`src/rtl/srt_div_ctrl.sv`:
```
`default_nettype none
// +------------------------------------------------------------------------+
// | srt_div_ctrl : radix-2 SRT divider sequencer, on-the-fly Q/QM convert. |
// | Optional early termination on zero remainder: SRT_EARLY_TERM_EN.       |
// | Revision: 1.0                                                          |
// +------------------------------------------------------------------------+
module srt_div_ctrl #(
  parameter int WIDTH = 11,
  parameter int ITERS = 11
) (
  input  logic             clk,
  input  logic             reset_n,
  input  logic             start,
  input  logic [WIDTH-1:0] x,
  input  logic [WIDTH-1:0] d,
  output logic             busy,
  output logic             done,
  output logic             err,
  output logic [ITERS-1:0] quo,
  output logic [WIDTH-1:0] rem,
  output logic [1:0]       mux_sel
);
  localparam int c_RW = WIDTH + 2;
  localparam int c_CW = $clog2(ITERS + 1);
  localparam logic [1:0] c_SEL_MINUS_D = 2'b00;
  localparam logic [1:0] c_SEL_ZERO    = 2'b01;
  localparam logic [1:0] c_SEL_PLUS_D  = 2'b10;
  localparam logic signed [c_RW-1:0] c_HALF  = c_RW'(1) << (WIDTH - 1);
  localparam logic signed [c_RW-1:0] c_NHALF = -c_HALF;

  typedef enum logic [1:0] {S_IDLE, S_ITER, S_CORR, S_DONE} state_t;

  state_t r_state, w_state_next;

  logic signed [c_RW-1:0] r_r;
  logic [WIDTH-1:0]       r_d;
  logic [ITERS-1:0]       r_q, r_qm;
  logic [c_CW-1:0]        r_cnt;

  logic signed [c_RW-1:0] w_r2, w_dext, w_r_next;
  logic                   w_qpos, w_qneg, w_valid, w_last, w_zero;
  logic [ITERS-1:0]       w_q_nx, w_qm_nx, w_q_upd, w_qm_upd;
  logic [WIDTH-1:0]       w_rem_corr;

  assign w_valid = d[WIDTH-1] & (x < d);
  assign w_r2    = {r_r[c_RW-2:0], 1'b0};
  assign w_dext  = {2'b00, r_d};
  assign w_qpos  = (w_r2 >= c_HALF);
  assign w_qneg  = (w_r2 < c_NHALF);
  assign w_last  = (r_cnt == c_CW'(ITERS - 1));
  // Low WIDTH bits of r+D are exact: the corrected remainder lies in [0, D).
  assign w_rem_corr = r_r[WIDTH-1:0] + r_d;

  always_comb begin
    w_r_next = w_r2;
    w_q_nx   = {r_q[ITERS-2:0], 1'b0};
    w_qm_nx  = {r_qm[ITERS-2:0], 1'b1};
    if (w_qpos) begin
      w_r_next = w_r2 - w_dext;
      w_q_nx   = {r_q[ITERS-2:0], 1'b1};
      w_qm_nx  = {r_q[ITERS-2:0], 1'b0};
    end else if (w_qneg) begin
      w_r_next = w_r2 + w_dext;
      w_q_nx   = {r_qm[ITERS-2:0], 1'b1};
      w_qm_nx  = {r_qm[ITERS-2:0], 1'b0};
    end
  end

`ifdef SRT_EARLY_TERM_EN
  logic [c_CW-1:0] w_shamt;
  assign w_zero   = (w_r_next == '0);
  assign w_shamt  = c_CW'(ITERS - 1) - r_cnt;
  assign w_q_upd  = w_zero ? (w_q_nx << w_shamt) : w_q_nx;
  assign w_qm_upd = w_zero ? ((w_q_nx << w_shamt) - ITERS'(1)) : w_qm_nx;
`else
  assign w_zero   = 1'b0;
  assign w_q_upd  = w_q_nx;
  assign w_qm_upd = w_qm_nx;
`endif

  always_ff @(posedge clk or negedge reset_n) begin
    if (!reset_n) r_state <= S_IDLE;
    else          r_state <= w_state_next;
  end

  always_comb begin
    w_state_next = r_state;
    busy         = 1'b0;
    done         = 1'b0;
    mux_sel      = c_SEL_ZERO;
    case (r_state)
      S_IDLE: if (start) w_state_next = w_valid ? S_ITER : S_DONE;
      S_ITER: begin
        busy = 1'b1;
        if (w_qpos)      mux_sel = c_SEL_MINUS_D;
        else if (w_qneg) mux_sel = c_SEL_PLUS_D;
        if (w_last || w_zero) w_state_next = S_CORR;
      end
      S_CORR: begin
        busy         = 1'b1;
        w_state_next = S_DONE;
      end
      S_DONE: begin
        done         = 1'b1;
        w_state_next = S_IDLE;
      end
      default: w_state_next = S_IDLE;
    endcase
  end

  always_ff @(posedge clk or negedge reset_n) begin
    if (!reset_n) begin
      r_r   <= '0;
      r_d   <= '0;
      r_q   <= '0;
      r_qm  <= '0;
      r_cnt <= '0;
      err   <= 1'b0;
      quo   <= '0;
      rem   <= '0;
    end else begin
      case (r_state)
        S_IDLE: if (start) begin
          if (w_valid) begin
            r_r   <= {2'b00, x};
            r_d   <= d;
            r_q   <= '0;
            r_qm  <= '0;
            r_cnt <= '0;
            err   <= 1'b0;
          end else begin
            err <= 1'b1;
            quo <= '0;
            rem <= '0;
          end
        end
        S_ITER: begin
          r_r   <= w_r_next;
          r_q   <= w_q_upd;
          r_qm  <= w_qm_upd;
          r_cnt <= r_cnt + c_CW'(1);
        end
        S_CORR: begin
          if (r_r[c_RW-1]) begin
            quo <= r_qm;
            rem <= w_rem_corr;
          end else begin
            quo <= r_q;
            rem <= r_r[WIDTH-1:0];
          end
        end
        default: ;
      endcase
    end
  end
endmodule
`default_nettype wire
```
`config.mk`:
```
export PLATFORM = sky130hd
export DESIGN_NAME = srt_div_ctrl
export DESIGN_NICKNAME = d
export VERILOG_FILES = /design/src/rtl/srt_div_ctrl.sv
export SDC_FILE = /design/constraint.sdc
export NUM_CORES = 1
export LEC_CHECK = 0
export CORE_MARGIN = 4
export CORE_UTILIZATION = 50
export CTS_CLUSTER_DIAMETER = 120
export DETAILED_ROUTE_END_ITERATION = 10
export GPL_ROUTABILITY_DRIVEN = 0
export HOLD_SLACK_MARGIN = 0.15
export PLACE_DENSITY = 0.71
export SETUP_SLACK_MARGIN = 0.3
export SLEW_MARGIN = 40
export SYNTH_ARGS = -nofsm -noshare
export SYNTH_HDL_FRONTEND = slang
export SYNTH_SLANG_ARGS = --single-unit
```
`constraint.sdc`:
```
create_clock -name clk -period 5.2 [get_ports clk]
set_clock_uncertainty 0.15 [all_clocks]
set_input_delay 0.78 -clock clk [delete_from_list [all_inputs] [get_ports clk]]
set_output_delay 0.78 -clock clk [all_outputs]
set_load 0.05 [all_outputs]
```
==> flow_summary.yaml <==
status:
  outcome: "completed"
power:
  irDropWorstVdd_mv: 0.296
  power_frac_comb: 0.671
  p_total_mw: 4.40
  p_leak_nw: 2.82
  p_per_area_mw_per_mm2: 689
  swShare: 0.516
  p_switching_mw: 2.27
  intPower_mw: 2.13
  power_frac_clock: 0.103
  p_seq_frac: 0.226
worst_setup_path:
  critPathMaxStageDelay_ns: 0.70
  reg2regPathDepth: 9
  worstSetupPathType: "reg2out"
  cp.required_ns: 4.27
  critPathArrivalTime_ns: 2.75
  path_cells: "inv_1 -> ha_1 -> buf_4 -> clkinv_1 -> or2_2 -> clkdlybuf4s50_1"
  critPathCaptureType: "output port"
  start_kind: "flip-flop"
  r2r_slack_ns: 2.19
  worstPathMaxFanout: 24
  reg2reg_from: "r_r[0]$_DFFE_PN0P_"
  slowest_stage: "clkdlybuf4s50_1"
  r2r_end: "rem[10]$_DFFE_PN0P_"
logic_synthesis:
  synth_nets: 711
  ys_ff_latch: 75
  ys_types: 67
  netlist_area_mm2: 0.00561
  syn_area_per_cell_um2: 8.82
  synth_cells: 636
  yosysSeqAreaShare: 0.335
  async_flop_share: 1.00
  synth_edf_count: 0
  ys.flop_type: "dfrtp_1"
  yosys_warnings: 0
hold_path:
  hp-class: "in2async"
clock_tree:
  clk_latency_ns: 0.36
  postCtsResizedCells: 0
  cts_tree: "yes"
  clk_pin_slew_ns: 0.09
  clock_sinks: 75
  cts_hold_buf: 0
  cts_made_buffers: 9
  cts_setup_buffers: 0
  clockRootBuffer: "clkbuf_8"
  clk_path_buf_depth: 2
  htree_levels: 3
final_layout:
  final_cells: 815
  antennaDiodeCount: 0
  final_cell_area_mm2: 0.00638
  mostFrequentLayoutCell: "nand2_1"
  fillers: 977
  drive_above_1_share: 0.0889
  final_cell_mix: "nand2_1, dfrtp_1, o21ai_0"
  area_growth_syn_to_layout_pct: 13.7
  nets: 746
timing:
  rsz0062_at_grt: "false"
  tightest_slew_ns: 0.759
  setup_viol: 0
  slew_headroom: 0.492
  period_minus_slack_ns: 3.68
  maxSlewViolCount: 0
  fmax_mhz: 272
  setup-tns-final_ns: 0
  finalCritPeriodShare: 0.708
  finalHoldViolations: 0
drt:
  route.detailed.drc: 0
  drt_first_pass_iters: 5
  vias: 4789
  drt-initial-drc-count: 409
  drt-wirelength-per-cell_um: 17.0
  drt-vias-per-instance: 5.88
  routed_wl_um: 13900
  drtAntennaViolNets: 0
grt:
  grt_pass1_vias: 4562
  track_usage: 0.222
  overflow: 0
  grt_pass1_wl_um: 23100
  grt_max_degree: 76
  antenna_found_initial: 0
place:
  dp.cells: 800
  placed_area_mm2: 0.00619
  hpwl_um: 10300
  io_buffers: 51
die:
  row_count: 38
  die_w_um: 114
  die-area_mm2: 0.0130
  die_y_um: 114
  core_area_mm2: 0.0109
  initial_core_util: 0.515
  boundaryPins: 52
job:
  cap_viol_max_count: 0
-- sequential cells by signal, indices dropped and copies added (netlist names) --
| signal | cells |
|---|---|
| err | 1 |
| quo | 11 |
| r_cnt | 4 |
| r_d | 11 |
| r_q | 11 |
| r_qm | 11 |
| r_r | 13 |
| r_state | 2 |
| rem | 11 |
-- area by class of cell --
cell class	instances	area [um^2]	share of cell area
clock inverter	6	66.3	0.0104
sequential	75	1880	0.294
timing repair buffer	59	572	0.0897
inverter	38	143	0.0224
multi-input combinational	488	3420	0.536
tap	140	175	0.0275
clock buffer	9	124	0.0194
-- layer usage --
layer | track usage | part of all wire | vias to the layer above
met4 | 0.0681 | 0.021 | 0
met5 | 0 | 0 | -
li1 | - | - | 2348
met2 | 0.343 | 0.45 | 158
met3 | 0.0456 | 0.068 | 23
met1 | 0.314 | 0.46 | 2260
-- worst max-delay path by stage --
stage	slack, ns	depth (start not counted)	start	endpoint
detailed placement	1.31	10	d[2]	r_qm[0]$_DFFE_PN0P_
CTS	1.50	6	r_state[1]$_DFFE_PN0P_	mux_sel[0]
finish	1.52	6	r_state[1]$_DFFE_PN0P_	mux_sel[0]
floorplan	2.29	6	r_state[1]$_DFFE_PN0P_	mux_sel[1]
global placement	1.36	11	d[2]	r_r[10]$_DFFE_PN0P_
global route	1.35	6	r_state[1]$_DFFE_PN0P_	mux_sel[0]
-- power groups by stage --
stage	combinational, mW	sequential (mW)	clock, mW
after floorplan	2.24	0.995	0
after global placement	2.84	0.989	0
after detailed placement	2.90	0.999	0
after CTS	2.92	0.986	0.465
after global routing	3.25	1.02	0.487
final	2.95	0.993	0.454
-- critical path, delay by kind of cell, from the launching register on --
family	cells	cell delay [ns]
buffers and inverters	4	1.44
flip-flops	1	0.41
AND/OR/NAND/NOR	1	0.38
adder cells (fa/ha/maj)	1	0.16
-- metrics by stage --
step           worst slack, ns  hold slack [ns]   util
3_3_place_gp              1.36            0.313  0.568
4_1_cts                   1.50            0.316  0.586
3_5_place_dp              1.31            0.317  0.568
2_1_floorplan             2.29            0.293      -
5_1_grt                   1.35            0.341  0.586
6_report                  1.52            0.302  0.586
-- cell families after synthesis --
kind of cell    after synthesis  synth area share
compound gates              197             0.243
simple gates                179             0.141
flops                        75             0.335
buf+inv                      73            0.0562
fa+ha+maj                    50             0.116
mux                          44            0.0814
xor+xnor                     18            0.0281
-- synthesized netlist by cell type, types with 2 or more instances --
cell / n / share of area
a2111oi_2: 3 / 0.0080
a211oi_1: 9 / 0.012
a21o_1: 10 / 0.013
a21oi_1: 27 / 0.024
a221oi_1: 3 / 0.0047
a222oi_1: 2 / 0.0036
a22oi_1: 2 / 0.0027
a31oi_1: 3 / 0.0033
and2_1: 5 / 0.0056
and3_1: 2 / 0.0022
buf_2: 18 / 0.016
buf_4: 5 / 0.0067
clkbuf_1: 11 / 0.0074
dfrtp_1: 75 / 0.33
fa_1: 3 / 0.011
ha_1: 47 / 0.10
inv_1: 37 / 0.025
mux2_2: 13 / 0.026
mux2i_1: 31 / 0.055
nand2_1: 105 / 0.070
nand2b_1: 7 / 0.0078
nand3_1: 8 / 0.0071
nand4b_1: 2 / 0.0031
nor2_1: 32 / 0.021
nor2b_1: 4 / 0.0045
nor3_1: 5 / 0.0045
o211ai_1: 2 / 0.0027
o21a_1: 5 / 0.0067
o21ai_0: 65 / 0.058
o21ai_1: 2 / 0.0018
o21bai_1: 4 / 0.0054
o221a_2: 2 / 0.0040
o221ai_1: 2 / 0.0031
o22ai_1: 7 / 0.0078
o311ai_0: 2 / 0.0031
o31ai_1: 27 / 0.036
or2_2: 3 / 0.0033
xnor2_1: 15 / 0.023
xor2_1: 3 / 0.0047
(Power assumes the default switching activity.)
